### src/rtl/fifo_sched_pkg.sv
// Shared types and constants for the frame FIFO write-side scheduler.
// The optional conversion watchdog is enabled by defining CONV_TIMEOUT_EN.
package fifo_sched_pkg;

    localparam int NUM_CH_DEF = 8;
    localparam int DATA_W_DEF = 16;
    localparam int CH_W_DEF   = 3;
    localparam int DROP_W_DEF = 8;

    // Wait cycles in CONV before the watchdog substitutes TIMEOUT_WORD
    localparam int          TIMEOUT_CYC  = 1024;
    localparam logic [15:0] TIMEOUT_WORD = 16'hDEAD;

    typedef enum logic {
        IDLE = 1'b0,
        CONV = 1'b1
    } sched_state_t;

endpackage

### src/rtl/ch_next_finder.sv
// Combinational channel search over a slot mask: lowest set bit overall
// (frame start) and lowest set bit strictly above the current channel.
module ch_next_finder #(
    parameter int NUM_CH = 8,
    parameter int CH_W   = 3
) (
    input  logic [NUM_CH-1:0] mask,
    input  logic [CH_W-1:0]   ch,
    output logic [CH_W-1:0]   first_idx,
    output logic [CH_W-1:0]   next_idx,
    output logic              has_next
);

    logic [NUM_CH-1:0] above;

    // Slots that are enabled and sit above the current channel
    generate
        for (genvar gi = 0; gi < NUM_CH; gi++) begin : g_above
            assign above[gi] = mask[gi] && (CH_W'(gi) > ch);
        end
    endgenerate

    // Priority encode from the top down so the lowest index wins
    always_comb begin
        first_idx = '0;
        next_idx  = '0;
        has_next  = 1'b0;
        for (int i = NUM_CH - 1; i >= 0; i--) begin
            if (mask[i]) begin
                first_idx = CH_W'(i);
            end
            if (above[i]) begin
                next_idx = CH_W'(i);
                has_next = 1'b1;
            end
        end
    end

endmodule

### src/rtl/fifo_frame_scheduler.sv
// Write-side frame sequencer for the dual-clock frame FIFO (sample_clk domain).
// Walks enabled channels in ascending order, requests one conversion per
// channel and writes each result to the FIFO. Whole frames are dropped and
// counted when the FIFO is full at frame start.
// Optional: define CONV_TIMEOUT_EN to add a conversion watchdog and the
// err_timeout output.
module fifo_frame_scheduler
    import fifo_sched_pkg::*;
#(
    parameter int NUM_CH = NUM_CH_DEF,
    parameter int DATA_W = DATA_W_DEF,
    parameter int CH_W   = CH_W_DEF,
    parameter int DROP_W = DROP_W_DEF
) (
    input  logic              sample_clk,
    input  logic              reset_n,
    input  logic              enable,
    input  logic [NUM_CH-1:0] ch_mask,
    input  logic              frame_trigger,
    output logic              conv_start,
    input  logic              conv_ready,
    input  logic [DATA_W-1:0] conv_data,
    input  logic              fifo_full,
    output logic [DATA_W-1:0] data_in,
    output logic              done,
    output logic              last_word,
    output logic [CH_W-1:0]   atmchsel,
    output logic              busy,
    output logic              err_overrun,
`ifdef CONV_TIMEOUT_EN
    output logic              err_timeout,
`endif
    output logic [DROP_W-1:0] drop_cnt
);

    sched_state_t      state_reg;
    logic [NUM_CH-1:0] mask_reg;
    logic [CH_W-1:0]   ch_reg;

    logic [NUM_CH-1:0] search_mask;
    logic [CH_W-1:0]   first_idx;
    logic [CH_W-1:0]   next_idx;
    logic              has_next;

    logic              conv_evt;
    logic [DATA_W-1:0] conv_word;

    // At frame start search the live mask; mid-frame use the latched copy
    assign search_mask = (state_reg == IDLE) ? ch_mask : mask_reg;

    ch_next_finder #(
        .NUM_CH (NUM_CH),
        .CH_W   (CH_W)
    ) u_finder (
        .mask      (search_mask),
        .ch        (ch_reg),
        .first_idx (first_idx),
        .next_idx  (next_idx),
        .has_next  (has_next)
    );

`ifdef CONV_TIMEOUT_EN
    logic [15:0] wd_cnt_reg;
    logic        wd_fire;

    assign wd_fire   = (state_reg == CONV) && !conv_ready &&
                       (wd_cnt_reg == 16'(TIMEOUT_CYC - 1));
    assign conv_evt  = conv_ready | wd_fire;
    assign conv_word = conv_ready ? conv_data : DATA_W'(TIMEOUT_WORD);

    // Watchdog: counts wait cycles for the current conversion only
    always_ff @(posedge sample_clk or negedge reset_n) begin
        if (!reset_n) begin
            wd_cnt_reg <= '0;
        end else if (state_reg != CONV || conv_evt) begin
            wd_cnt_reg <= '0;
        end else begin
            wd_cnt_reg <= wd_cnt_reg + 16'd1;
        end
    end

    // Sticky timeout flag, cleared like err_overrun (disabled while idle)
    always_ff @(posedge sample_clk or negedge reset_n) begin
        if (!reset_n) begin
            err_timeout <= 1'b0;
        end else if (wd_fire) begin
            err_timeout <= 1'b1;
        end else if (state_reg == IDLE && !enable) begin
            err_timeout <= 1'b0;
        end
    end
`else
    assign conv_evt  = conv_ready;
    assign conv_word = conv_data;
`endif

    // Frame sequencer with registered FIFO-side and ADC-side outputs
    always_ff @(posedge sample_clk or negedge reset_n) begin
        if (!reset_n) begin
            state_reg   <= IDLE;
            mask_reg    <= '0;
            ch_reg      <= '0;
            conv_start  <= 1'b0;
            data_in     <= '0;
            done        <= 1'b0;
            last_word   <= 1'b0;
            atmchsel    <= '0;
            busy        <= 1'b0;
            err_overrun <= 1'b0;
            drop_cnt    <= '0;
        end else begin
            conv_start <= 1'b0;
            done       <= 1'b0;
            last_word  <= 1'b0;
            case (state_reg)
                IDLE: begin
                    if (!enable) begin
                        err_overrun <= 1'b0;
                    end
                    if (frame_trigger && enable && (|ch_mask)) begin
                        if (fifo_full) begin
                            // Whole frame dropped; counter sticks at all-ones
                            if (drop_cnt != '1) begin
                                drop_cnt <= drop_cnt + 1'b1;
                            end
                        end else begin
                            mask_reg   <= ch_mask;
                            ch_reg     <= first_idx;
                            state_reg  <= CONV;
                            conv_start <= 1'b1;
                            busy       <= 1'b1;
                        end
                    end
                end
                CONV: begin
                    // busy is still high here, so a trigger coinciding with
                    // the final conversion is also an overrun
                    if (frame_trigger) begin
                        err_overrun <= 1'b1;
                    end
                    if (conv_evt) begin
                        data_in   <= conv_word;
                        atmchsel  <= ch_reg;
                        done      <= 1'b1;
                        last_word <= !has_next;
                        if (has_next) begin
                            ch_reg     <= next_idx;
                            conv_start <= 1'b1;
                        end else begin
                            state_reg <= IDLE;
                            busy      <= 1'b0;
                        end
                    end
                end
                default: begin
                    state_reg <= IDLE;
                end
            endcase
        end
    end

endmodule

### config.mk
export PLATFORM = sky130hd
export DESIGN_NAME = fifo_frame_scheduler
export DESIGN_NICKNAME = d
export VERILOG_FILES = /design/src/rtl/fifo_sched_pkg.sv /design/src/rtl/ch_next_finder.sv /design/src/rtl/fifo_frame_scheduler.sv
export SDC_FILE = /design/constraint.sdc
export NUM_CORES = 1
export LEC_CHECK = 0
export ABC_AREA = 1
export ABC_CLOCK_PERIOD_IN_PS = 1800
export CAP_MARGIN = 20
export CORE_ASPECT_RATIO = 1.25
export CORE_MARGIN = 2
export CORE_UTILIZATION = 44
export CTS_BUF_LIST = sky130_fd_sc_hd__clkbuf_16
export DETAILED_ROUTE_END_ITERATION = 7
export MAX_ROUTING_LAYER = met4
export PLACE_DENSITY = 0.87
export REMOVE_ABC_BUFFERS = 1
export SYNTH_ARGS = -nofsm -noshare
export SYNTH_HDL_FRONTEND = slang
export SYNTH_HIERARCHICAL = 1
export SYNTH_SLANG_ARGS = --single-unit
### constraint.sdc
create_clock -name sample_clk -period 1.8 [get_ports sample_clk]
set_clock_uncertainty 0.1 [all_clocks]
set_input_delay 0.36 -clock sample_clk [delete_from_list [all_inputs] [get_ports sample_clk]]
set_output_delay 0.36 -clock sample_clk [all_outputs]
set_load 0.1 [all_outputs]
* Word level (Yosys, flattened, before mapping) *
Index checks and enable logic that the tools add are counted.

storage, ports and cells
  input bits = 30
  bits in registers = 44
  output and inout port bits = 32

operators by class
  $add $sub $neg = 1
  order comparisons = 8
  muxes and demuxes = 49
  bitwise operators = 2
  eq/ne operators = 8
  reductions and logical operators = 18

operators with widths
  kind                 count
  $mux 3               20
  $mux 1               23
  $gt 3x3->1 const A   4
  $reduce_and 4->1     3
  $logic_and 1x1->1    10
  $ne 2x2->1 const B   5
  $add 8x1->8 const B  1
  $mux 8               1
  $ne 8x8->1 const B   1
  $pmux 1 s2           4
  $reduce_or 8->1      1
  $gt 1x3->1 const A   2
  $gt 2x3->1 const A   2
  $pmux 3 s2           1
  $ne 2x1->1 const B   2
  $reduce_and 2->1     2
  $reduce_and 3->1     1
  $not 1->1            2
  $logic_not 1->1      1

* Logic depth before layout (Yosys ltp) *
  depth in word-level cells = 13
  mapped depth = 15
  mapped depth without buffers = 13

* By module *
Netlist, hierarchy kept.

by module, submodules not included
  module                area each (um^2)  cells an instance  sequential area each (um^2)  instances
  fifo_frame_scheduler  2124.5            252                1101.1                       1
  ch_next_finder        219.0             45                 0.0                          1

* Least setup slack after synthesis *
Ideal clock, no wire load.

  kind = reg-to-reg
  from = register drop_cnt[0]
  to = register drop_cnt[6]
  data arrival time = 2.021 ns
  slack = -0.389 ns
  stages on the path, launching flop included = 8
  library setup time = 0.068 ns
  path buffers = 0
  path through = dfrtp_1 -> ha_1 -> nand3_2 -> nor2_4 -> nand3_4 -> nand3_4 -> nand2_1 -> nand2_1

on the way
  word-level cells in the longest chain between the ends = 2

RTL lines
  what                                                                 RTL line                     source
  from (decl)                                                          fifo_frame_scheduler.sv:33   output logic [DROP_W-1:0] drop_cnt
  from (signal assigned)                                               fifo_frame_scheduler.sv:124  drop_cnt <= drop_cnt + 1'b1;
  parallel branches: the longest is 2 deep, another holds $add 8x1->8  --

Parallel ways; which one is timed is not known.
A chain may end at the register's enable or synchronous reset.

* Final worst setup path *
  from = input port ch_mask[1]
  to = register ch_reg[2]

on the way
  word-level cells in the longest chain between the ends = 7

RTL lines
  what                      RTL line                     source
  from (decl)               fifo_frame_scheduler.sv:18   input logic [NUM_CH-1:0] ch_mask,
  $mux 8                    fifo_frame_scheduler.sv:49   assign search_mask = (state_reg == IDLE) ? ch_mask : mask_reg;
  named net search_mask[1]  fifo_frame_scheduler.sv:40   logic [NUM_CH-1:0] search_mask;
  $logic_and 1x1->1         ch_next_finder.sv:19         assign above[gi] = mask[gi] && (CH_W'(gi) > ch);
  $mux 3 (2 in series)      ch_next_finder.sv:32         if (above[i]) begin
  named net next_idx[2]     fifo_frame_scheduler.sv:42   logic [CH_W-1:0] next_idx;
  $mux 3                    fifo_frame_scheduler.sv:146  if (has_next) begin
  $mux 3                    fifo_frame_scheduler.sv:141  if (conv_evt) begin
  $pmux 3 s2                fifo_frame_scheduler.sv:115  case (state_reg)
  to (signal assigned)      fifo_frame_scheduler.sv:128  ch_reg <= first_idx;
  to (signal assigned)      fifo_frame_scheduler.sv:147  ch_reg <= next_idx;
  to (decl)                 fifo_frame_scheduler.sv:38   logic [CH_W-1:0] ch_reg;

The timed path passes the listed nets, and every way through them passes these cells. The select of a mux whose other input is x is not followed.

==> summary.md <==
| Metric | Value |
|---|---|
| Pre-Repair DR Iteration Count | 4 |
| Worst path arrival time | 1.98 ns |
| Vias | 2,340 |
| Worst VDD drop | 1.011 mV |
| RSZ-0062 raised after global routing | true |
| CTS Buf Count | 5 |
| Hold WC Path Type | input pin to asynchronous set/reset pin |
| Starting DRT DRC Count | approximately 120 |
| Worst setup margin | -0.09875 ns |
| Routability cong. | 0.9954 |
| FF-to-FF path depth | 10 |
| Post-Synthesis Cells | 297 |
| Worst skew pair latency | 0.28 ns |
| I/O Pins | 62 |
| Vias per cell | 5.212 |
| CTS sink cnt | 44 |
| Die area | just under 6000 um2 |
| Total chip power | 8.169 mW |
| Lkg Pwr | approximately 1.9 nW |
| Antenna Nets Post-Route | 0 |
| First-pass GRT wire length | 10.21 mm |
| Max incr delay on CP | 0.50 ns |
| Max-cap violations | 0 |
| Startpoint Class | input pin |
| Worst-path fanout max | 4 |
| Minimum clock period | 1.899 ns |
| Fmax | 0.5267 GHz |
| Status | complete, but fails checks |
| Row count | 29 |
| Violated checks | negative setup slack |
| Crit Path Class | input pin to flop |
| Seq/Total Area, Yosys | roughly 47% |
| # port buffers | 61 |
| Largest net degree at the start of global routing | 45 |
| Most common cell on crit path | nand2_1 |
| Grt total ovfl | 0 |
| Share of cells above drive strength 1 | 32.82% |
| R2r endpoint | ch_reg[2] |
| Slew @ Worst Pin | 0.5423 ns |
| Required time of the critical path | approximately 1.9 ns |
| Residual DRC | 0 |
| Max reg flops | 16 |
| Final setup fails | 5 |
| Maximum clock path buffer count | 2 |
| Gr usage total | 22.30% |
| H-tree lvl count | 2 |
| Core area | roughly 5000 um2 |
| Initial antenna violation count | 0 |
| CP top delay family | buffers and inverters |
| Max-slew violations | 0 |
| Yosys cell types | 32 |
| Nets@finish | 417 |
| Starting Density | 45.81% |
| CTS root buf | clkbuf_16 |
| Tcrit/Tclk final | 105.5% |
| Die Y-Extent | approximately 86 um |
| Detailed placement HPWL | between 4 and 5 mm |
| Worst r2r src | state_reg |
| Clock slew at reported path FFs | 0.06 ns |
| CP max-delay cell | clkdlybuf4s50_1 |
| Final TNS setup | -0.2969 ns |
| Die Width | about 69 um |
| Post-synthesis register bit count | 44 |
| Endpoints failing hold | 0 |
| Drt wl/cell | 14.54 um |
| Worst Path Buf+Inv | 3 |
| Worst R2R Setup Slack | -0.05 ns |
| Critical Path End Type | flop |
| Final WL | between 6 and 7 mm |
| Vias in the first global route | 2,324 |
| Area Growth Syn to Fin | 61.13% |
| Mapped cell area | about 2300 um2 |
| Mapped Avg Cell Area | 7.891 um2 |
| CTS tree | built |
| PwrDens | 2163 nW/um2 |
| Max_slew headroom | between 60% and 70% |
| ANT cells | 0 |
| Synth warn | 6 |
| Crit path cell chain | clkdlybuf4s50_1 -> inv_1 -> o21ai_2 -> nand4_1 -> buf_4 -> nand2_2 -> nor2_1 -> nand2_1 -> nand2_1 -> nand3_1 -> nand2_1 |
-- synth_stat cells --
master	n	area (um2)
nand2_1	130	488.0
nor3_1	3	15.01
nor2_4	2	22.52
xor2_1	1	8.760
inv_2	2	7.510
nand2_2	7	43.79
nand3_2	6	60.06
o21ai_1	3	15.01
or2_1	2	12.51
a31oi_1	1	6.260
nand2_4	1	11.26
clkbuf_1	2	7.510
a21oi_1	1	5.000
nor4_1	1	6.260
o21ai_0	13	65.06
xnor2_1	2	17.52
dfrtp_1	44	1101
nor2_2	2	12.51
nand3_1	13	65.06
nand3_4	2	35.03
nand4_1	6	37.54
buf_2	4	20.02
o21bai_1	2	15.01
nor2_1	8	30.03
and2_4	1	8.760
a21boi_1	1	7.510
inv_1	25	93.84
buf_12	1	20.02
o21ai_2	8	70.07
buf_4	1	7.510
ha_1	1	12.51
buf_8	1	15.01
-- cell type report --
class	count	area (um2)
multi-input combinational	217	1169
inverter	27	101.3
clock inverter	3	18.77
clock buffer	5	125.1
tap	62	77.57
fill	324	1340
timing repair buffer	91	1182
sequential	44	1102
-- where the power goes --
| group | switching [mW] | internal, mW | total [mW] |
|---|---|---|---|
| Clock | 0.373 | 0.511 | 0.884 |
| Combinational | 3.45 | 1.99 | 5.44 |
| Sequential | 0.455 | 1.39 | 1.84 |
-- logic make-up (layout without fill, tap and decap cells) --
group           count (synthesis)  count (layout)  synth area share (%)
simple gates                  184             184                 36.20
flops                          44              44                 46.98
buf+inv                        36             126                 7.315
compound gates                 29              29                 7.848
xor+xnor                        3               3                 1.121
fa+ha+maj                       1               1                0.5338
-- per-stage QoR --
step | util [%] | instance area, um2 | setup slack [ns] | hold slack [ns] | std cells
floorplan | - | 2273 | -0.4165 | -0.03559 | 288
global placement | 68.11 | 3485 | -0.3103 | 0.3644 | 437
detailed placement | 68.11 | 3485 | -0.3808 | 0.3699 | 437
CTS | 72.12 | 3690 | 0.009876 | 0.06699 | 447
global route | 73.81 | 3776 | -0.1924 | 0.1013 | 449
finish | 73.81 | 3776 | -0.09875 | 0.04500 | 449
-- metal layers --
layer | wire length [um] | vias to the layer above | track usage, % | share of wire (%)
met5 | 0 | - | - | 0
met4 | 272 | 0 | 13.19 | 4.2
met3 | 334 | 29 | 3.408 | 5.1
met2 | 3380 | 108 | 38.72 | 52
met1 | 2540 | 1088 | 24.11 | 39
li1 | - | 1115 | - | -
-- layout by cell type (no fill, tap or decap), types with 2 or more instances in the layout --
| cell type | netlist | routed |
|---|---|---|
| nand2_1 | 130 | 125 |
| dfrtp_1 | 44 | 43 |
| buf_12 | 1 | 34 |
| clkdlybuf4s50_1 | 0 | 27 |
| buf_4 | 1 | 26 |
| inv_1 | 25 | 20 |
| o21ai_2 | 8 | 14 |
| nand2_2 | 7 | 12 |
| nand3_1 | 13 | 12 |
| nor2_1 | 8 | 8 |
| inv_2 | 2 | 7 |
| nand3_2 | 6 | 7 |
| nand4_1 | 6 | 6 |
| clkbuf_16 | 0 | 5 |
| o21ai_0 | 13 | 4 |
| o21ai_1 | 3 | 4 |
| o21ai_4 | 0 | 2 |
| nor2_2 | 2 | 2 |
| nor2_4 | 2 | 2 |
| nor3_4 | 0 | 2 |
| nand3_4 | 2 | 2 |
| xnor2_1 | 2 | 2 |
| o21bai_1 | 2 | 2 |
| clkinv_2 | 0 | 2 |
| buf_6 | 0 | 2 |
-- what timing repair did --
action                                  4_1_cts  5_1_grt
gates resized for setup                      21       21
endpoints found under the setup margin        7        7
pin swaps                                     5       10
hold buffers                                  0        0
setup buffers                                 3        2
-- worst max-delay path by stage --
stage | startpoint | to | cells after the start
finish | ch_mask[1] | ch_reg[2] | 11
floorplan | state_reg | ch_reg[0] | 6
detailed placement | ch_mask[5] | busy | 10
global route | ch_mask[1] | ch_reg[2] | 11
global placement | ch_mask[1] | ch_reg[2] | 11
CTS | ch_mask[7] | ch_reg[2] | 10
Note: power is estimated with default switching activity, not from simulation.
==> variant 1: new RTL, config.mk and constraints unchanged <==
Build with the macro `CONV_TIMEOUT_EN` defined.
--- a/src/rtl/fifo_frame_scheduler.sv
+++ b/src/rtl/fifo_frame_scheduler.sv
@@ -4,6 +4,8 @@
 // counted when the FIFO is full at frame start.
 // Optional: define CONV_TIMEOUT_EN to add a conversion watchdog and the
 // err_timeout output.
+`define CONV_TIMEOUT_EN
+
 module fifo_frame_scheduler
     import fifo_sched_pkg::*;
 #(
Behaviour (old outputs only; new: err_timeout): same outputs for any inputs over 10 cycles, from zero or initial values and one cycle with reset_n low; that may be too few to reach the edited logic, so the function may still have changed.
==> variant 1 against the original RTL <==
The run still ends with negative setup slack left. Wire length up 62%. Synthesized area up 32%. Cell area up 35%. Synthesized cell count up 28%. Sequential cell count up 17. Non-clock buffer count up 20. Setup slack worse by 0.047 ns. Power up 7.3%.
==> variant 1: results (changes against the original RTL) <==
metric,value,unit,change
htree_levels,3,,+1
gp_congestion,0.898,,-9.8%
synth_fa_ha_area_share,0.807,%,+0.27 points
wl_met1,3.62,mm,+42%
crit_start,state_reg,,
worst_slack,-0.146,ns,-0.0472 ns
hpwl,5.82,mm,+43%
cts_buffers,9,,+4
antenna_found_initial,0,,unchanged
use_met3,4.44,%,+1.0 points
slowest_delay,0.47,ns,-0.03 ns
grt_pass1_wl,14.6,mm,+43%
finalSetupTns,-0.365,ns,-0.0680 ns
synth_area_leaders,"dfrtp_1 (49%), nand2_1 (12%), nor2_1 (6.7%), inv_1 (3.8%), nand3_1 (3.1%)",,
critPathTopFamily,compound AO/OA/AOI/OAI gates,,
viasPerCell,5.52,,+5.9%
synth_common_cells,"nand2_1 (101), dfrtp_1 (61), nor2_1 (55), inv_1 (31), nand3_1 (19)",,
met2_length,5.75,mm,+70%
grt_pass1_vias,3183,,+37%
status,"finished, violations left",,
clkLatencyLatePin,0.33,ns,+0.05 ns
cp.arrival,2.10,ns,+0.12 ns
setup_viol,8,,+3
first_iter_violations,239,,+110%
dpl_worst_slack,-0.441,ns,-0.0606 ns
drive_gt1_share,36.4,%,+3.6 points
ir_drop,1.07,mV,+5.7%
p_leak,0.00245,uW,+30%
wl,10.5,mm,+62%
grt_use_met2,42.8,%,+4.0 points
wl_met3,610,um,+83%
cp_max_fo,5,,+1
port_buffers,62,,+1.6%
synth_compound_area_share,5.85,%,-2.0 points
met1_usage,26.7,%,+2.6 points
firstDrtPassIters,5,,+1
synthXorXnorAreaFrac,3.39,%,+2.3 points
fin_nets,527,,+26%
hold_path.class,reg2reg,,
violations,negative setup slack,,
grt_usage,24.9,%,+2.6 points
[variant 1: cell count changes after synthesis, moves of 4 or more]
| cell | delta |
|---|---|
| nor2_1 | +47 |
| nand2_1 | -29 |
| dfrtp_1 | +17 |
| nor2_2 | +12 |
| o21ai_2 | -8 |
| a21oi_1 | +7 |
| nor3_1 | +7 |
| inv_1 | +6 |
| nand3_1 | +6 |
| xor2_1 | +6 |
| nor3b_1 | +4 |
| o21ai_0 | +4 |
[variant 1: path summary, 6_finish.rpt]
path,slack [ns],to,cells past startpoint
min in group asynchronous,0.41,data_in[15],2
worst min-delay path,0.39,mask_reg[0],2
worst min register to register,0.39,mask_reg[0],2
worst max register to register,-0.15,ch_reg[0],11
worst max-delay path,-0.15,ch_reg[0],11
max in group asynchronous,0.60,state_reg,3
[variant 1: power by group]
part           switching [uW]  internal (uW)
sequential                382           1690
clock                     678           1220
combinational            3010           1790
total                    4070           4700
[variant 1: stage by stage]
step | std cells | cell area [um2] | total power, uW
after CTS | 580 | 4820 | 8010
after global routing | 590 | 5100 | 9050
final | 590 | 5100 | 8760
after detailed placement | 561 | 4400 | 5910
after global placement | 561 | 4400 | 5760
after floorplan | 372 | 3040 | 4320
[variant 1: layout make-up]
cell class                      instances  area [um2]
Clock buffer                            9         225
Clock inverter                          7        97.6
Fill cell                             417        1790
Inverter                               35         149
Multi-Input combinational cell        276        1640
Sequential cell                        61        1530
Tap cell                               90         113
Timing Repair Buffer                  111        1350
Timing Repair inverter                  1        5.00
[variant 1: timing repair]
item | CTS | global route
endpoints found under the hold margin | 17 | 0
cloned | 0 | 2
pin swaps | 1 | 21
buffers inserted | 2 | 9
hold buffers | 1 | 0
resized for setup | 27 | 58
endpoints found under the setup margin | 16 | 40
==> variant 2: new RTL, same flow settings <==
Made on the original files. Put one more register stage on the output `drop_cnt`, with the module's reset. The value now appears one clock later. The other outputs are not delayed to match.
--- a/src/rtl/fifo_frame_scheduler.sv
+++ b/src/rtl/fifo_frame_scheduler.sv
@@ -32,6 +32,8 @@
 `endif
     output logic [DROP_W-1:0] drop_cnt
 );
+
+    logic [DROP_W-1:0] drop_cnt_s0;
 
     sched_state_t      state_reg;
     logic [NUM_CH-1:0] mask_reg;
@@ -107,7 +109,7 @@
             atmchsel    <= '0;
             busy        <= 1'b0;
             err_overrun <= 1'b0;
-            drop_cnt    <= '0;
+            drop_cnt_s0 <= '0;
         end else begin
             conv_start <= 1'b0;
             done       <= 1'b0;
@@ -120,8 +122,8 @@
                     if (frame_trigger && enable && (|ch_mask)) begin
                         if (fifo_full) begin
                             // Whole frame dropped; counter sticks at all-ones
-                            if (drop_cnt != '1) begin
-                                drop_cnt <= drop_cnt + 1'b1;
+                            if (drop_cnt_s0 != '1) begin
+                                drop_cnt_s0 <= drop_cnt_s0 + 1'b1;
                             end
                         end else begin
                             mask_reg   <= ch_mask;
@@ -159,5 +161,13 @@
         end
     end
 
+    always_ff @(posedge sample_clk or negedge reset_n) begin
+        if (!reset_n) begin
+            drop_cnt <= '0;
+        end else begin
+            drop_cnt <= drop_cnt_s0;
+        end
+    end
+
 endmodule
 
Function: changed (a bounded check fails within 4 cycles, from zero or initial values and one cycle with reset_n low).
==> variant 2 against the original RTL <==
Critical path type is now reg2reg. Synthesized area is 8.5% higher. Cell area increased by 6.2%. Largest cell class is now registers. Setup slack gained 0.014 ns. Non-clock buffer count is 2 lower. Wire length decreased by 1.7%. Via count up 0.81%. Hold slack improved by 0.32 ns. Critical path depth is 3 higher. Synthesized cell count up 2.7%. Critical endpoint is now ch_reg[0]. Power grew 4.1%. Sequential cell count up 8. The run still ends with negative setup slack left.
==> variant 2: results (changes against the original RTL) <==
metric,value,unit,change
clock_tree.root_cell,clkbuf_16,,
slowest_stage,dfrtp_2,,
syn_area_per_cell,8.34,um2,+5.7%
port_buffers,61,,unchanged
hpwl,4.15,mm,+1.7%
grt_usage,20.2,%,-2.1 points
grt_pass1_wl,9.92,mm,-2.8%
viasPerCell,5.18,,-0.52%
ir_drop,1.09,mV,+7.6%
via_count,2359,,+0.81%
place_inst,446,,+2.1%
status,"finished, violations left",,
first_iter_violations,167,,+44%
drive_gt1_share,30.7,%,-2.1 points
cp_max_fo,5,,+1
place_area,3690,um2,+6.0%
wl,6.42,mm,-1.7%
grt_pass1_vias,2286,,-1.6%
grt_max_degree,53,,+18%
setup_viol,5,,unchanged
synth_common_cells,"nand2_1 (130), dfrtp_1 (52), inv_1 (25), nand3_1 (13), o21ai_0 (13)",,
slowest_delay,0.47,ns,-0.03 ns
finalSetupTns,-0.238,ns,+0.0591 ns
synth_area_leaders,"dfrtp_1 (51%), nand2_1 (19%), inv_1 (3.7%), o21ai_2 (2.8%), nand3_1 (2.6%)",,
fin_nets,423,,+1.4%
p_leak,0.00201,uW,+7.0%
cp.arrival,1.96,ns,-0.02 ns
worst_pin_slew,0.343,ns,-0.199 ns
hold_path.class,reg2reg,,
seq_area_frac_synth,51.2,%,+4.2 points
p_int,4280,uW,+9.8%
violations,negative setup slack,,
worst_slack,-0.0850,ns,+0.0137 ns
gp_congestion,0.865,,-13%
==> variant 2: cell types whose count changed after synthesis <==
cell     unedited run  this run
dfrtp_1            44        52
==> variant 2: logic make-up (layout without fill, tap and decap cells) <==
kind of cell / count (synthesis) / in the layout / share of synthesized area (%)
xor+xnor: 3 / 3 / 1.03
flops: 52 / 52 / 51.2
simple gates: 184 / 184 / 33.3
fa+ha+maj: 1 / 1 / 0.492
compound gates: 29 / 29 / 7.23
buf+inv: 36 / 122 / 6.74
==> variant 2: final timing paths <==
check / from / to / slack (ns) / cells after the start
setup / recovery: state_reg / ch_reg[0] / -0.09 / 14
hold / removal: drop_cnt_s0[1] / drop_cnt[1] / 0.36 / 0
setup reg to reg: state_reg / ch_reg[0] / -0.09 / 14
hold reg to reg: drop_cnt_s0[1] / drop_cnt[1] / 0.36 / 0
max in group asynchronous: reset_n / state_reg / 0.86 / 3
min in group asynchronous: reset_n / data_in[12] / 0.50 / 3
==> variant 2: critical path: cells and delay by family, from the launching register on <==
family / cells / cell delay [ns]
buf+inv: 3 / 0.36
simple gates: 8 / 0.57
compound gates: 3 / 0.26
flops: 1 / 0.47
==> variant 2: what timing repair did <==
action                                  CTS  global route
gates resized for setup                   9            29
pin swaps                                 3            13
endpoints found under the hold margin    52             0
setup buffers                             0             0
gates cloned                              0             2
endpoints found under the setup margin    4             6
hold buffers                              1             0
==> variant 2: final cells by class <==
| type | instances | area, um2 |
|---|---|---|
| Timing Repair Buffer | 89 | 1210 |
| Tap cell | 64 | 80.1 |
| Clock buffer | 5 | 125 |
| Multi-Input combinational cell | 217 | 1160 |
| Fill cell | 355 | 1510 |
| Sequential cell | 52 | 1300 |
| Clock inverter | 1 | 30.0 |
| Inverter | 27 | 101 |
==> variant 2: metal layers <==
layer  GRT usage, %  vias up  share of wire [%]
met2           35.8      104                 53
met4           7.72        0                2.2
li1               -     1136                  -
met5              -        -                  0
met3           3.49       23                4.7
met1           22.8     1096                 40
==> variant 2: power groups by stage <==
stage	clock network (uW)	registers [uW]	logic, uW
floorplan	0	3860	1160
global placement	0	2040	4870
detailed placement	0	2060	4970
CTS	1040	2050	5040
global route	1100	2150	5690
finish	1020	2080	5410
==> variant 2: stage by stage <==
stage,power [uW],hold slack (ns),setup slack (ns)
after detailed placement,7030,0.280,-0.367
after floorplan,5020,-0.0356,-0.417
after CTS,8140,0.354,0.00139
after global placement,6910,0.265,-0.288
final,8510,0.363,-0.0850
after global routing,8940,0.374,-0.188
